### src/rtl/keypad_lcd_writer_if.sv
// Handshake bundle between the keypad LCD writer and the I2C master.
// master: the writer (drives address/data/request), slave: the I2C master (drives busy).
interface keypad_lcd_writer_if;
   logic [6:0] o_addr;
   logic [7:0] o_data;
   logic       o_RW;
   logic       o_valid;
   logic       i_busy;

   modport master (output o_addr, output o_data, output o_RW, output o_valid, input i_busy);
   modport slave  (input o_addr, input o_data, input o_RW, input o_valid, output i_busy);
endinterface

### src/rtl/keypad_lcd_writer.sv
// keypad_lcd_writer: turns keypad codes into HD44780 4-bit-mode writes through a
// PCF8574-style I2C backpack. Each byte becomes four nibble transactions
// (high EN=1, high EN=0, low EN=1, low EN=0). Tracks the cursor internally,
// re-addresses DDRAM on row wrap, and handles a clear-screen request.
// Optional key queue enabled by defining KEYPAD_FIFO_EN.
//
// state     | meaning
// ----------+--------------------------------------------------------------
// IDLE      | waiting for a clear (priority) or a key
// LOAD      | present nibble r_step of r_byte and raise the request
// REQ       | o_valid held until the I2C master's busy rises
// WAIT_FALL | waiting for busy to fall (transaction complete)
// SETTLE    | down-count settle time (longer after the last clear nibble)
// NEXT      | advance nibble step, chain a DDRAM address after a wrap, or finish
module keypad_lcd_writer #(
   parameter logic [6:0] I2C_ADDR      = 7'h27,
   parameter int         COLS          = 16,
   parameter int         ROWS          = 2,
   parameter int         SETTLE_CYCLES = 100000,
   parameter int         CLEAR_CYCLES  = 200000,
   parameter int         FIFO_DEPTH    = 4
) (
   input  logic                       clk,
   input  logic                       reset_n,
   input  logic [3:0]                 i_data,
   input  logic                       i_btn_valid,
   input  logic                       i_clear,
   keypad_lcd_writer_if.master        i2c_bus,
   output logic [1:0]                 o_row,
   output logic [5:0]                 o_col,
   output logic                       o_idle,
   output logic                       o_dropped
);

   typedef enum logic [2:0] {S_IDLE, S_LOAD, S_REQ, S_WAIT_FALL, S_SETTLE, S_NEXT} state_t;
   typedef enum logic [1:0] {K_CHAR, K_CLEAR, K_GOTO} kind_t;

   localparam logic [31:0] SET_LD = 32'((SETTLE_CYCLES > 0) ? SETTLE_CYCLES - 1 : 0);
   localparam logic [31:0] CLR_LD = 32'((CLEAR_CYCLES  > 0) ? CLEAR_CYCLES  - 1 : 0);
   localparam int          CW     = $clog2(FIFO_DEPTH + 1);

   state_t      r_state;
   kind_t       r_kind;
   logic [7:0]  r_byte;
   logic [1:0]  r_step;
   logic [7:0]  r_data;
   logic        r_valid;
   logic        r_busy_d;
   logic [31:0] r_cnt;
   logic [1:0]  r_row;
   logic [5:0]  r_col;
   logic        r_clear_pend;
   logic        r_dropped;

   logic        w_busy_rise;
   logic        w_busy_fall;
   logic        w_in_idle;
   logic        w_clear_now;
   logic        w_key_go;
   logic [3:0]  w_key_code;
   logic        w_drop;
   logic        w_fifo_empty;
   logic [7:0]  w_key_ascii;

   function automatic logic [7:0] f_key2ascii(input logic [3:0] k);
      return (k < 4'd10) ? (8'h30 + {4'h0, k}) : (8'h37 + {4'h0, k});
   endfunction

   // {D7..D4, BL, EN, RW, RS}; steps 0/1 carry the high nibble, EN high on even steps
   function automatic logic [7:0] f_nibble(input logic [7:0] b, input logic [1:0] step,
                                           input logic rs);
      logic [3:0] nib;
      nib = step[1] ? b[3:0] : b[7:4];
      return {nib, 1'b1, ~step[0], 1'b0, rs};
   endfunction

   function automatic logic [7:0] f_goto(input logic [1:0] row);
      case (row)
         2'd0:    return 8'h80;
         2'd1:    return 8'hC0;
         2'd2:    return 8'h94;
         default: return 8'hD4;
      endcase
   endfunction

   assign w_busy_rise = i2c_bus.i_busy & ~r_busy_d;
   assign w_busy_fall = ~i2c_bus.i_busy & r_busy_d;
   assign w_in_idle   = (r_state == S_IDLE);
   assign w_clear_now = w_in_idle & (i_clear | r_clear_pend);
   assign w_key_ascii = f_key2ascii(w_key_code);

`ifdef KEYPAD_FIFO_EN
   localparam int AW = (FIFO_DEPTH > 1) ? $clog2(FIFO_DEPTH) : 1;

   logic [3:0]    r_fifo [FIFO_DEPTH];
   logic [AW-1:0] r_wr_ptr;
   logic [AW-1:0] r_rd_ptr;
   logic [CW-1:0] r_count;
   logic          w_fifo_full;
   logic          w_bypass;
   logic          w_pop;
   logic          w_push_req;
   logic          w_push;

   // An empty queue in IDLE lets a fresh key skip the queue to keep N+1 latency
   assign w_fifo_empty = (r_count == '0);
   assign w_fifo_full  = (r_count == CW'(FIFO_DEPTH));
   assign w_bypass     = w_in_idle & ~w_clear_now & w_fifo_empty & i_btn_valid;
   assign w_pop        = w_in_idle & ~w_clear_now & ~w_fifo_empty;
   assign w_push_req   = i_btn_valid & ~w_bypass;
   assign w_push       = w_push_req & (~w_fifo_full | w_pop);
   assign w_drop       = w_push_req & w_fifo_full & ~w_pop;
   assign w_key_go     = w_bypass | w_pop;
   assign w_key_code   = w_pop ? r_fifo[r_rd_ptr] : i_data;

   // Queue storage; no reset needed, occupancy is tracked by r_count
   always_ff @(posedge clk) begin
      if (w_push) r_fifo[r_wr_ptr] <= i_data;
   end

   // Queue pointers and occupancy
   always_ff @(posedge clk or negedge reset_n) begin
      if (!reset_n) begin
         r_wr_ptr <= '0;
         r_rd_ptr <= '0;
         r_count  <= '0;
      end else begin
         if (w_push) r_wr_ptr <= (r_wr_ptr == AW'(FIFO_DEPTH - 1)) ? '0 : r_wr_ptr + 1'b1;
         if (w_pop)  r_rd_ptr <= (r_rd_ptr == AW'(FIFO_DEPTH - 1)) ? '0 : r_rd_ptr + 1'b1;
         if (w_push && !w_pop)      r_count <= r_count + 1'b1;
         else if (w_pop && !w_push) r_count <= r_count - 1'b1;
      end
   end
`else
   logic [CW-1:0] w_count;

   // Without a queue keys are taken only in IDLE and lose to a clear
   assign w_count      = '0;
   assign w_fifo_empty = (w_count == '0);
   assign w_key_go     = w_in_idle & ~w_clear_now & i_btn_valid;
   assign w_key_code   = i_data;
   assign w_drop       = i_btn_valid & ~w_key_go;
`endif

   // Main sequencer: byte selection, nibble handshake, settle timing, cursor tracking
   always_ff @(posedge clk or negedge reset_n) begin
      if (!reset_n) begin
         r_state      <= S_IDLE;
         r_kind       <= K_CHAR;
         r_byte       <= '0;
         r_step       <= '0;
         r_data       <= '0;
         r_valid      <= 1'b0;
         r_busy_d     <= 1'b0;
         r_cnt        <= '0;
         r_row        <= '0;
         r_col        <= '0;
         r_clear_pend <= 1'b0;
         r_dropped    <= 1'b0;
      end else begin
         r_busy_d  <= i2c_bus.i_busy;
         r_dropped <= w_drop;
         if (i_clear && !w_in_idle) r_clear_pend <= 1'b1;

         case (r_state)
            S_IDLE: begin
               if (w_clear_now) begin
                  r_clear_pend <= 1'b0;
                  r_kind       <= K_CLEAR;
                  r_byte       <= 8'h01;
                  r_step       <= 2'd0;
                  r_data       <= f_nibble(8'h01, 2'd0, 1'b0);
                  r_valid      <= 1'b1;
                  r_state      <= S_REQ;
               end else if (w_key_go) begin
                  r_kind  <= K_CHAR;
                  r_byte  <= w_key_ascii;
                  r_step  <= 2'd0;
                  r_data  <= f_nibble(w_key_ascii, 2'd0, 1'b1);
                  r_valid <= 1'b1;
                  r_state <= S_REQ;
               end
            end
            S_LOAD: begin
               r_data  <= f_nibble(r_byte, r_step, r_kind == K_CHAR);
               r_valid <= 1'b1;
               r_state <= S_REQ;
            end
            S_REQ: begin
               if (w_busy_rise) begin
                  r_valid <= 1'b0;
                  r_state <= S_WAIT_FALL;
               end
            end
            S_WAIT_FALL: begin
               if (w_busy_fall) begin
                  r_cnt   <= (r_kind == K_CLEAR && r_step == 2'd3) ? CLR_LD : SET_LD;
                  r_state <= S_SETTLE;
               end
            end
            S_SETTLE: begin
               if (r_cnt == '0) begin
                  r_state <= S_NEXT;
                  if (r_step == 2'd3) begin
                     if (r_kind == K_CHAR) begin
                        if (r_col == 6'(COLS - 1)) begin
                           r_col <= '0;
                           r_row <= (r_row == 2'(ROWS - 1)) ? 2'd0 : r_row + 2'd1;
                        end else begin
                           r_col <= r_col + 6'd1;
                        end
                     end else if (r_kind == K_CLEAR) begin
                        r_col <= '0;
                        r_row <= '0;
                     end
                  end
               end else begin
                  r_cnt <= r_cnt - 32'd1;
               end
            end
            S_NEXT: begin
               if (r_step != 2'd3) begin
                  r_step  <= r_step + 2'd1;
                  r_state <= S_LOAD;
               end else if (r_kind == K_CHAR && r_col == '0) begin
                  // column wrapped on this character: re-address the new row
                  r_kind  <= K_GOTO;
                  r_byte  <= f_goto(r_row);
                  r_step  <= 2'd0;
                  r_state <= S_LOAD;
               end else begin
                  r_state <= S_IDLE;
               end
            end
            default: r_state <= S_IDLE;
         endcase
      end
   end

   assign i2c_bus.o_addr  = I2C_ADDR;
   assign i2c_bus.o_RW    = 1'b0;
   assign i2c_bus.o_data  = r_data;
   assign i2c_bus.o_valid = r_valid;
   assign o_row           = r_row;
   assign o_col           = r_col;
   assign o_dropped       = r_dropped;
   assign o_idle          = w_in_idle & ~r_clear_pend & w_fifo_empty;

endmodule

### src/flat_wrapper.sv
// flat-port wrapper written by rule: the top's interface ports become plain ports
module keypad_lcd_writer_flat 
#(
   parameter logic [6:0] I2C_ADDR      = 7'h27,
   parameter int         COLS          = 16,
   parameter int         ROWS          = 2,
   parameter int         SETTLE_CYCLES = 100000,
   parameter int         CLEAR_CYCLES  = 200000,
   parameter int         FIFO_DEPTH    = 4
)
  (clk, reset_n, i_data, i_btn_valid, i_clear, o_row, o_col, o_idle, o_dropped, i2c_bus_o_addr, i2c_bus_o_data, i2c_bus_o_RW, i2c_bus_o_valid, i2c_bus_i_busy);
  keypad_lcd_writer_if i2c_bus_i ();
  input  logic clk;
  input  logic reset_n;
  input  logic [3:0] i_data;
  input  logic i_btn_valid;
  input  logic i_clear;
  output logic [1:0] o_row;
  output logic [5:0] o_col;
  output logic o_idle;
  output logic o_dropped;
  output wire logic [$bits(i2c_bus_i.o_addr)-1:0] i2c_bus_o_addr;
  output wire logic [$bits(i2c_bus_i.o_data)-1:0] i2c_bus_o_data;
  output wire logic [$bits(i2c_bus_i.o_RW)-1:0] i2c_bus_o_RW;
  output wire logic [$bits(i2c_bus_i.o_valid)-1:0] i2c_bus_o_valid;
  input wire logic [$bits(i2c_bus_i.i_busy)-1:0] i2c_bus_i_busy;
  assign i2c_bus_o_addr = i2c_bus_i.o_addr;
  assign i2c_bus_o_data = i2c_bus_i.o_data;
  assign i2c_bus_o_RW = i2c_bus_i.o_RW;
  assign i2c_bus_o_valid = i2c_bus_i.o_valid;
  assign i2c_bus_i.i_busy = i2c_bus_i_busy;
  keypad_lcd_writer #(.I2C_ADDR(I2C_ADDR), .COLS(COLS), .ROWS(ROWS), .SETTLE_CYCLES(SETTLE_CYCLES), .CLEAR_CYCLES(CLEAR_CYCLES), .FIFO_DEPTH(FIFO_DEPTH)) u_core (.clk(clk), .reset_n(reset_n), .i_data(i_data), .i_btn_valid(i_btn_valid), .i_clear(i_clear), .i2c_bus(i2c_bus_i), .o_row(o_row), .o_col(o_col), .o_idle(o_idle), .o_dropped(o_dropped));
endmodule
### config.mk
export PLATFORM = sky130hd
export DESIGN_NAME = keypad_lcd_writer_flat
export DESIGN_NICKNAME = d
export VERILOG_FILES = /design/src/rtl/keypad_lcd_writer_if.sv /design/src/rtl/keypad_lcd_writer.sv /design/src/flat_wrapper.sv
export SDC_FILE = /design/constraint.sdc
export NUM_CORES = 1
export LEC_CHECK = 0
export BUFFER_PORTS_ARGS = -buffer_cell sky130_fd_sc_hd__clkbuf_2
export CAP_MARGIN = 20
export CORE_AREA = 2 2 94 141
export CTS_CLUSTER_SIZE = 40
export DETAILED_ROUTE_END_ITERATION = 6
export DIE_AREA = 0 0 96 143
export PLACE_DENSITY = 0.56
export SYNTH_ARGS = -nofsm -noshare
export SYNTH_HDL_FRONTEND = slang
export SYNTH_SLANG_ARGS = --single-unit
### constraint.sdc
create_clock -name clk -period 7.5 [get_ports clk]
set_input_delay 1.5 -clock clk [delete_from_list [all_inputs] [get_ports clk]]
set_output_delay 1.5 -clock clk [all_outputs]
set_load 0.03 [all_outputs]
==> results.yml, run 1 <==
run_status:
  outcome: "complete, no violations"
power_and_ir_drop:
  combPwrFrac: 0.251
  sw_frac_of_total: 0.353
  power_density_nw_per_um2: 295
  leakagePower_nw: 1.75
  pwr-share-seq: 0.408
  intPower_w: 0.000808
  p_sw_w: 0.000440
  peakVddDrop_v: 0.0000917
  p_clk_frac: 0.341
cts:
  clk_latency_ns: 0.33
  cts_resized: 0
  cts_tree: "yes"
  hold_buffers: 0
  cts-root-buf: "clkbuf_16"
  post_cts_buffers: 0
  clk_pin_slew_worst_paths_ns: 0.06
  clockBufferDepth: 2
  htreeDepth: 3
  cts_buffers: 9
  clock-sinks: 65
logic_synthesis:
  synth-seq-area-share: 0.443
  ys.flop_type: "dfrtp_1"
  synth_edf_count: 0
  ys_warn_count: 0
  synth-async-reset-ratio: 1.00
  synth_cells: 405
  netlist_area_sq_um: 3670
  ys_ff_latch: 65
  ys_types: 55
  syn_avg_cell_area_sq_um: 9.07
sta:
  slew_viol_final: 0
  relSlewSlack: 0.349
  tightest_slew_ns: 0.968
  report.final.setup_viol: 0
  rsz0062_at_grt: "no"
  clock_skew_ns: 0.00601
  finalHoldViolCount: 0
  min_period_ns: 3.24
  fin_tns_setup_ns: 0
  fmax_mhz: 309
  finalCritPeriodShare: 0.432
placed_design:
  place_hpwl_mm: 6.65
  routabilityCongestion: 0.862
  io_buffers: 26
min_path:
  min_from: "u_core.i2c_bus.o_data[3]"
  holdPathEnd: "u_core.i2c_bus.o_data[3]"
  hp-class: "reg2reg"
  hold_depth: 1
finish:
  layout.nets: 441
  filler_cell_count: 1303
  syn_to_final_growth_pct: 15.3
  drive_above_1_share: 0.139
  utilization: 0.340
  diodes: 0
floorplanning:
  die_y_um: 143
  die_area_sq_um: 13700
  std_cell_rows: 50
  start_util: 0.295
  coreArea_sq_um: 12400
  io_pins: 36
  die_x_um: 96
worst_setup_path:
  crit_path_max_fanout: 15
  crit_type: "in2reg"
  cpPeakStageDelay_ns: 0.60
  arrival_ns: 3.50
  path_delay_family: "simple AND/OR/NAND/NOR gates"
  critPathBufInv: 3
  cp_cell_sequence: "clkbuf_2, and4b_1, a21oi_1, buf_4, inv_1, o2111ai_1, or4_1, a21oi_1"
  end_kind: "register"
  crit_path_frequent_cell: "a21oi_1"
  crit_required_ns: 7.76
  reg2reg_depth: 7
  rr_endpoint: "u_core.o_row[0]"
  cp.depth: 8
  rrSetupSlack_ns: 4.36
  r2r_start: "u_core.r_cnt[0]"
  critPathLaunchType: "primary input"
  cpMaxStageDelayCell: "or4_1"
global_routing:
  antenna_found_initial: 0
  grt_overflow: 0
  grt_pass1_vias: 3048
  track_usage: 0.141
  grt_max_degree: 66
  grt_pass1_wl_mm: 14.8
routing:
  drt_pre_antenna_iters: 4
  drt_iter0_drc: 173
  wl_per_cell_um: 15.4
  routed_wl_mm: 9.08
  via_count: 3174
  viasPerCell: 5.40
  drc: 0
  ant_nets: 0
job:
  cap_violations: 0
layer usage:
layer  vias to the layer above  track usage  wire, um  part of all wire
met5                         -            0         0                 0
met4                         0       0.0632       175             0.019
met3                        13       0.0285       233             0.026
met2                        49        0.252      4900              0.54
met1                      1557        0.156      3770              0.42
li1                       1555            -         -                 -
sequential cells by signal, indices dropped and copies added (netlist names):
name,flops
u_core.i2c_bus.o_data,7
u_core.i2c_bus.o_valid,1
u_core.o_col,6
u_core.o_dropped,1
u_core.o_row,2
u_core.r_busy_d,1
u_core.r_byte,7
u_core.r_clear_pend,1
u_core.r_cnt,32
u_core.r_kind,2
u_core.r_state,3
u_core.r_step,2
cell type report:
class / count / area [sq um] / share of cell area
Inverter: 15 / 56.3 / 0.0133
Tap cell: 156 / 195 / 0.0461
Sequential cell: 65 / 1630 / 0.384
Timing Repair Buffer: 31 / 168 / 0.0396
Clock inverter: 6 / 66.3 / 0.0157
Clock buffer: 10 / 239 / 0.0564
Multi-Input combinational cell: 305 / 1880 / 0.445
kinds of logic after synthesis:
logic type,Yosys count,synth area share
AOI/OAI and AO/OA,115,0.203
xor gates and xnor gates,3,0.00716
adders and majority gates,5,0.0170
buffers and inverters,42,0.0528
DFF,65,0.443
muxes,10,0.0276
other,2,0.00205
and+or+nand+nor,163,0.247
cells in the mapped netlist (2+ instances only):
master / instances / share of area
and3_1: 3 / 0.0051
conb_1: 2 / 0.0020
nor3_1: 15 / 0.020
a31oi_1: 6 / 0.010
or2_2: 6 / 0.010
nand2_1: 27 / 0.028
or3b_2: 2 / 0.0048
a311oi_1: 2 / 0.0048
o31ai_1: 15 / 0.031
nor4_1: 11 / 0.019
o211ai_1: 4 / 0.0082
nor3b_1: 4 / 0.0082
buf_2: 2 / 0.0027
o21a_1: 4 / 0.0082
or4_4: 2 / 0.0061
or3_1: 16 / 0.027
clkbuf_1: 15 / 0.015
a21boi_0: 2 / 0.0041
a21o_1: 2 / 0.0041
o31a_1: 6 / 0.014
xnor2_1: 2 / 0.0048
and2_1: 3 / 0.0051
nand4_1: 4 / 0.0068
a211oi_1: 6 / 0.012
buf_4: 9 / 0.018
mux2i_1: 9 / 0.025
ha_1: 5 / 0.017
o21ai_0: 26 / 0.035
o311ai_0: 2 / 0.0048
nand4b_1: 3 / 0.0072
nand3_1: 14 / 0.019
nor2_1: 26 / 0.027
dfrtp_1: 65 / 0.44
o41ai_1: 2 / 0.0048
nand2b_1: 6 / 0.010
or4_1: 16 / 0.033
a21oi_1: 27 / 0.037
a22oi_1: 3 / 0.0061
inv_1: 15 / 0.015
power groups by stage:
| stage | Clock (W) | Sequential, W | Combinational [W] |
|---|---|---|---|
| 6_report | 0.000426 | 0.000510 | 0.000313 |
| 5_1_grt | 0.000455 | 0.000522 | 0.000350 |
| 4_1_cts | 0.000436 | 0.000509 | 0.000317 |
| 3_5_place_dp | 0 | 0.000515 | 0.000317 |
| 3_3_place_gp | 0 | 0.000510 | 0.000311 |
| 2_1_floorplan | 0 | 0.000517 | 0.000217 |
per-stage QoR:
step | worst slack [ns] | cell area [sq um] | hold WS, ns | std cells | power [W]
floorplan | 4.46 | 3700 | 0.463 | 412 | 0.000734
global placement | 3.96 | 3930 | 0.452 | 572 | 0.000821
detailed placement | 3.92 | 3930 | 0.467 | 572 | 0.000831
CTS | 4.27 | 4240 | 0.480 | 588 | 0.00126
global route | 4.04 | 4240 | 0.509 | 588 | 0.00133
finish | 4.26 | 4240 | 0.471 | 588 | 0.00125
how the worst max path moves through the flow:
stage / from / endpoint / slack, ns
4_1_cts: i2c_bus_i_busy / u_core.r_cnt[30] / 4.27
3_5_place_dp: i2c_bus_i_busy / u_core.r_cnt[30] / 3.92
6_report: i2c_bus_i_busy / u_core.r_cnt[30] / 4.26
5_1_grt: i2c_bus_i_busy / u_core.r_cnt[30] / 4.04
3_3_place_gp: i2c_bus_i_busy / u_core.r_cnt[30] / 3.96
2_1_floorplan: i2c_bus_i_busy / u_core.r_cnt[31] / 4.46
layout by cell type, fill, tap and decap left out, types with 3 or more instances in the layout:
cell        Yosys  final
buf_4           9      5
or3_1          16     16
clkinvlp_4      0      3
o31ai_1        15     15
o31a_1          6      6
nand2b_1        6      6
nor2_1         26     26
mux2i_1         9      9
nor4_1         11     10
nand2_1        27     27
clkbuf_16       0      9
a31oi_1         6      6
inv_1          15     15
nand4_1         4      4
o21a_1          4      4
and2_1          3      3
ha_1            5      5
a211oi_1        6      6
and3_1          3      3
clkbuf_2        0     25
a22oi_1         3      3
or4_1          16     16
conb_1          2      9
nand4b_1        3      3
a21oi_1        27     27
nor3_1         15     15
o211ai_1        4      4
nor3b_1         4      4
o21ai_0        26     26
dfrtp_1        65     65
nand3_1        14     14
or2_2           6      6
Power figures use the tool's default switching activity.
==> inputs of run 2 (changes only) <==
==> constraint.sdc (replaced) <==
create_clock -name clk -period 3.3 [get_ports clk]
set_input_delay 0.66 -clock clk [delete_from_list [all_inputs] [get_ports clk]]
set_output_delay 0.66 -clock clk [all_outputs]
set_load 0.03 [all_outputs]
==> run 2 against run 1 <==
Utilization rose by 0.56 points. Combinational power rose by 130%. Clock power rose by 140%. Sequential power rose by 130%. Total power rose by 130%. Sequential share of layout area fell by 0.63 points. Final area rose by 1.7%. Non-clock buffer count rose by 7. Global-route usage rose by 0.72 points. Critical path type is now reg2reg. Largest power group unchanged.
==> results.yml, run 2 (synthesized netlist as in run 1, its figures left out) <==
run_status:
  outcome: "complete, no violations"
sta:
  fin_tns_setup_ns: 0
  rsz0062_at_grt: "no"
  report.final.setup_viol: 0
  tightest_slew_ns: 0.860
  finalHoldViolCount: 0
  min_period_ns: 2.89
  fmax_mhz: 346
  clock_skew_ns: 0.00918
  finalCritPeriodShare: 0.876
  relSlewSlack: 0.427
  slew_viol_final: 0
worst_setup_path:
  crit_type: "reg2reg"
  arrival_ns: 3.13
  end_kind: "register"
  rrSetupSlack_ns: 0.41
  r2r_start: "u_core.r_cnt[15]"
  cp_cell_sequence: "or4_1, or3_1, or4_1, buf_4, or3_1, o31ai_1"
  reg2reg_depth: 6
  crit_path_max_fanout: 11
  cpMaxStageDelayCell: "or4_1"
  critPathLaunchType: "register"
  crit_required_ns: 3.54
  rr_endpoint: "u_core.o_row[0]"
  cpPeakStageDelay_ns: 0.64
routing:
  ant_nets: 0
  viasPerCell: 5.52
  via_count: 3287
  drt_pre_antenna_iters: 5
  drt_iter0_drc: 190
  routed_wl_mm: 9.59
  drc: 0
  wl_per_cell_um: 16.1
cts:
  clockBufferDepth: 2
  cts-root-buf: "clkbuf_16"
  cts_tree: "yes"
  htreeDepth: 3
  post_cts_buffers: 0
  clock-sinks: 65
  clk_pin_slew_worst_paths_ns: 0.06
  clk_latency_ns: 0.34
  cts_resized: 0
  cts_buffers: 9
  hold_buffers: 0
finish:
  final_cell_mix: "dfrtp_1 (65), a21oi_1 (27), nand2_1 (27), nor2_1 (26), o21ai_0 (26)"
  filler_cell_count: 1291
  largest_register_ffs: 32
  seqCellArea_sq_um: 1630
  drive_above_1_share: 0.148
  diodes: 0
  top_register: "u_core.r_cnt"
  final_area_sq_um: 4310
  final_common_cell: "dfrtp_1"
  layout.nets: 448
  multiInputGateArea_sq_um: 1880
  syn_to_final_growth_pct: 17.2
  utilization: 0.346
floorplanning:
  die_area_sq_um: 13700
  io_pins: 36
  start_util: 0.295
  die_y_um: 143
  coreArea_sq_um: 12400
  die_x_um: 96
  std_cell_rows: 50
placed_design:
  place_hpwl_mm: 6.79
  io_buffers: 26
  routabilityCongestion: 0.910
  place_area_sq_um: 3980
global_routing:
  antenna_found_initial: 0
  grt_pass1_wl_mm: 15.6
  grt_overflow: 0
  grt_pass1_vias: 3161
  track_usage: 0.148
  grt_max_degree: 66
min_path:
  hp-class: "in2reg"
  min_from: "i2c_bus_i_busy"
  hold_depth: 1
  holdPathEnd: "u_core.r_busy_d"
job:
  cap_violations: 0
power_and_ir_drop:
  power_density_nw_per_um2: 681
  peakVddDrop_v: 0.000238
  leakagePower_nw: 1.79
  total_power_w: 0.00293
-- run 2: critical path, delay by kind of cell, from the launching register on --
family	cells	cell delay, ns
AOI/OAI and AO/OA	1	0.22
and+or+nand+nor	4	1.97
DFF	1	0.41
buffers and inverters	1	0.19
-- run 2: per-layer routing --
layer  track usage  vias to the layer above  wire length [um]
met5             0                        -                 0
met3        0.0237                       25               304
met1         0.173                     1600              3910
met2         0.249                       91              5040
met4        0.0872                        0               340
li1              -                     1571                 -
-- run 2: worst max path at each step --
stage          slack (ns)  depth (start not counted)               end              from
3_5_place_dp         0.44                          6   u_core.o_row[0]  u_core.r_cnt[15]
3_3_place_gp         0.50                          5  u_core.r_cnt[31]  u_core.r_cnt[15]
6_report             0.41                          6   u_core.o_row[0]  u_core.r_cnt[15]
4_1_cts              0.42                          6   u_core.o_row[0]  u_core.r_cnt[15]
5_1_grt              0.30                          5  u_core.r_cnt[30]  u_core.r_cnt[15]
2_1_floorplan        0.59                          6  u_core.r_cnt[31]  u_core.r_cnt[15]
-- run 2: per-stage QoR --
stage	setup slack, ns	cells	hold WS [ns]
3_5_place_dp	0.437	579	0.460
4_1_cts	0.423	595	0.463
5_1_grt	0.303	595	0.469
6_report	0.408	595	0.471
3_3_place_gp	0.501	579	0.455
2_1_floorplan	0.594	412	0.364
-- run 2: layout make-up --
type | count | share of cell area
Inverter | 15 | 0.0131
Tap cell | 156 | 0.0453
Clock inverter | 4 | 0.0177
Multi-Input combinational cell | 305 | 0.438
Clock buffer | 12 | 0.0573
Sequential cell | 65 | 0.378
Timing Repair Buffer | 38 | 0.0511
-- run 2: report_power, final --
group	switching (W)	leakage (nW)	internal [W]	total [W]
Sequential	0.000191	0.812	0.000966	0.00116
Combinational	0.000459	0.827	0.000274	0.000734
Clock	0.000358	0.153	0.000684	0.00104
==> inputs of run 3 (changes only) <==
--- a/config.mk
+++ b/config.mk
@@ -5,13 +5,14 @@
 export SDC_FILE = /design/constraint.sdc
 export NUM_CORES = 1
 export LEC_CHECK = 0
-export BUFFER_PORTS_ARGS = -buffer_cell sky130_fd_sc_hd__clkbuf_2
+export BUFFER_PORTS_ARGS = -buffer_cell sky130_fd_sc_hd__buf_2
 export CAP_MARGIN = 20
 export CORE_AREA = 2 2 94 141
 export CTS_CLUSTER_SIZE = 40
 export DETAILED_ROUTE_END_ITERATION = 6
 export DIE_AREA = 0 0 96 143
 export PLACE_DENSITY = 0.56
+export SETUP_SLACK_MARGIN = 0.02
 export SYNTH_ARGS = -nofsm -noshare
 export SYNTH_HDL_FRONTEND = slang
 export SYNTH_SLANG_ARGS = --single-unit
==> run 3 against run 2 <==
Clock-buffer cell count unchanged. Combinational power about the same. Clock skew down 0.0012 ns. Utilization up 0.30 points. First-iteration DRC count down 5.3%. Via count down 0.21%. Largest cell class unchanged. Highest routed layer unchanged.
==> results.yml, run 3 (synthesized netlist as in run 1, its figures left out) <==
run_status:
  outcome: "complete, no violations"
worst_setup_path:
  crit_path_max_fanout: 7
  rr_endpoint: "u_core.r_cnt[31]"
  end_kind: "register"
  crit_required_ns: 3.57
  cp_cell_sequence: "or4_1, or4_4, or4_4, or4_1, a21oi_1"
  cp.depth: 5
  arrival_ns: 3.10
  rrSetupSlack_ns: 0.47
  critPathLaunchType: "register"
  path_delay_family: "simple AND/OR/NAND/NOR gates"
  reg2reg_depth: 5
  crit_type: "reg2reg"
  cpPeakStageDelay_ns: 0.64
  critPathBufInv: 0
  r2r_start: "u_core.r_cnt[15]"
  cpMaxStageDelayCell: "or4_1"
finish:
  syn_to_final_growth_pct: 18.3
  final_common_cell: "dfrtp_1"
  drive_above_1_share: 0.155
  filler_cell_count: 1278
  multiInputGateArea_sq_um: 1880
  top_register: "u_core.r_cnt"
  seqCellArea_sq_um: 1630
  final_area_sq_um: 4340
  largest_register_ffs: 32
  layout.nets: 449
  final_cell_mix: "dfrtp_1 (65), a21oi_1 (27), nand2_1 (27)"
  diodes: 0
floorplanning:
  std_cell_rows: 50
  die_x_um: 96
  die_area_sq_um: 13700
  start_util: 0.295
  io_pins: 36
  coreArea_sq_um: 12400
  die_y_um: 143
power_and_ir_drop:
  pwr-share-seq: 0.389
  p_clk_frac: 0.364
  power_density_nw_per_um2: 682
  sw_frac_of_total: 0.337
  p_sw_w: 0.000996
  intPower_w: 0.00196
  combPwrFrac: 0.247
  leakagePower_nw: 1.82
  total_power_w: 0.00296
  peakVddDrop_v: 0.000249
routing:
  drc: 0
  drt_pre_antenna_iters: 4
  routed_wl_mm: 9.42
  ant_nets: 0
  drt_iter0_drc: 180
  viasPerCell: 5.50
  via_count: 3280
  wl_per_cell_um: 15.8
sta:
  slew_viol_final: 0
  report.final.setup_viol: 0
  rsz0062_at_grt: "no"
  relSlewSlack: 0.419
  whs_ns: 0.435
  finalHoldViolCount: 0
  fin_tns_setup_ns: 0
  clock_skew_ns: 0.00801
  min_period_ns: 2.83
  tightest_slew_ns: 0.871
  finalCritPeriodShare: 0.857
  fmax_mhz: 353
cts:
  clk_pin_slew_worst_paths_ns: 0.06
  post_cts_buffers: 0
  cts-root-buf: "clkbuf_16"
  htreeDepth: 3
  cts_resized: 0
  clock-sinks: 65
  clockBufferDepth: 2
  cts_tree: "yes"
  clk_latency_ns: 0.34
  hold_buffers: 0
  cts_buffers: 9
placed_design:
  io_buffers: 26
  routabilityCongestion: 0.858
  place_area_sq_um: 4000
  place_hpwl_mm: 6.78
global_routing:
  grt_overflow: 0
  grt_max_degree: 37
  track_usage: 0.147
  grt_pass1_vias: 3158
  grt_pass1_wl_mm: 15.6
  antenna_found_initial: 0
min_path:
  hp-class: "in2async"
job:
  cap_violations: 0
[run 3: cell types whose count changed in the layout (fill, tap and decap cells not counted)]
cell	before	now
buf_2	1	26
clkbuf_2	25	0
clkbuf_8	1	3
clkinvlp_4	1	0
clkinv_2	0	1
buf_12	0	1
clkbuf_1	2	0
[run 3: layer usage]
metal / up-vias / track usage / part of all wire / routed length, um
met3: 18 / 0.0306 / 0.045 / 428
met4: 0 / 0.0857 / 0.026 / 246
met5: - / 0 / 0 / 0
met2: 76 / 0.248 / 0.52 / 4870
met1: 1614 / 0.167 / 0.41 / 3870
li1: 1572 / - / - / -
[run 3: power groups by stage]
stage / sequential, W / clock [W] / combinational [W]
after global routing: 0.00119 / 0.00114 / 0.000816
after floorplan: 0.00118 / 0 / 0.000493
final: 0.00115 / 0.00108 / 0.000732
after global placement: 0.00115 / 0 / 0.000720
after CTS: 0.00115 / 0.00110 / 0.000740
after detailed placement: 0.00116 / 0 / 0.000735
[run 3: worst max path at each step]
stage | from | end
after floorplan | u_core.r_cnt[15] | u_core.r_cnt[31]
after global placement | u_core.r_cnt[15] | u_core.r_cnt[31]
after global routing | u_core.r_cnt[16] | u_core.o_col[5]
after detailed placement | u_core.r_cnt[15] | u_core.o_col[3]
after CTS | u_core.r_cnt[15] | u_core.o_col[5]
final | u_core.r_cnt[15] | u_core.r_cnt[31]
[run 3: cell type report]
type | count | share of cell area
clock buffer | 12 | 0.0614
clock inverter | 4 | 0.0170
inverter | 15 | 0.0130
multi-input combinational | 305 | 0.434
sequential | 65 | 0.375
tap | 156 | 0.0449
timing repair buffer | 39 | 0.0553
[run 3: worst register-to-register path, stage by stage (launching register included)]
cell     delay [ns]
dfrtp_1        0.41
or4_1          0.64
or4_4          0.61
or4_4          0.54
or4_1          0.41
a21oi_1        0.15
[run 3: stage by stage]
step / instances / setup slack (ns) / utilization
6_report: 596 / 0.471 / 0.349
5_1_grt: 596 / 0.355 / 0.349
4_1_cts: 596 / 0.469 / 0.349
3_5_place_dp: 580 / 0.476 / 0.322
3_3_place_gp: 580 / 0.494 / 0.322
2_1_floorplan: 412 / 0.594 / -
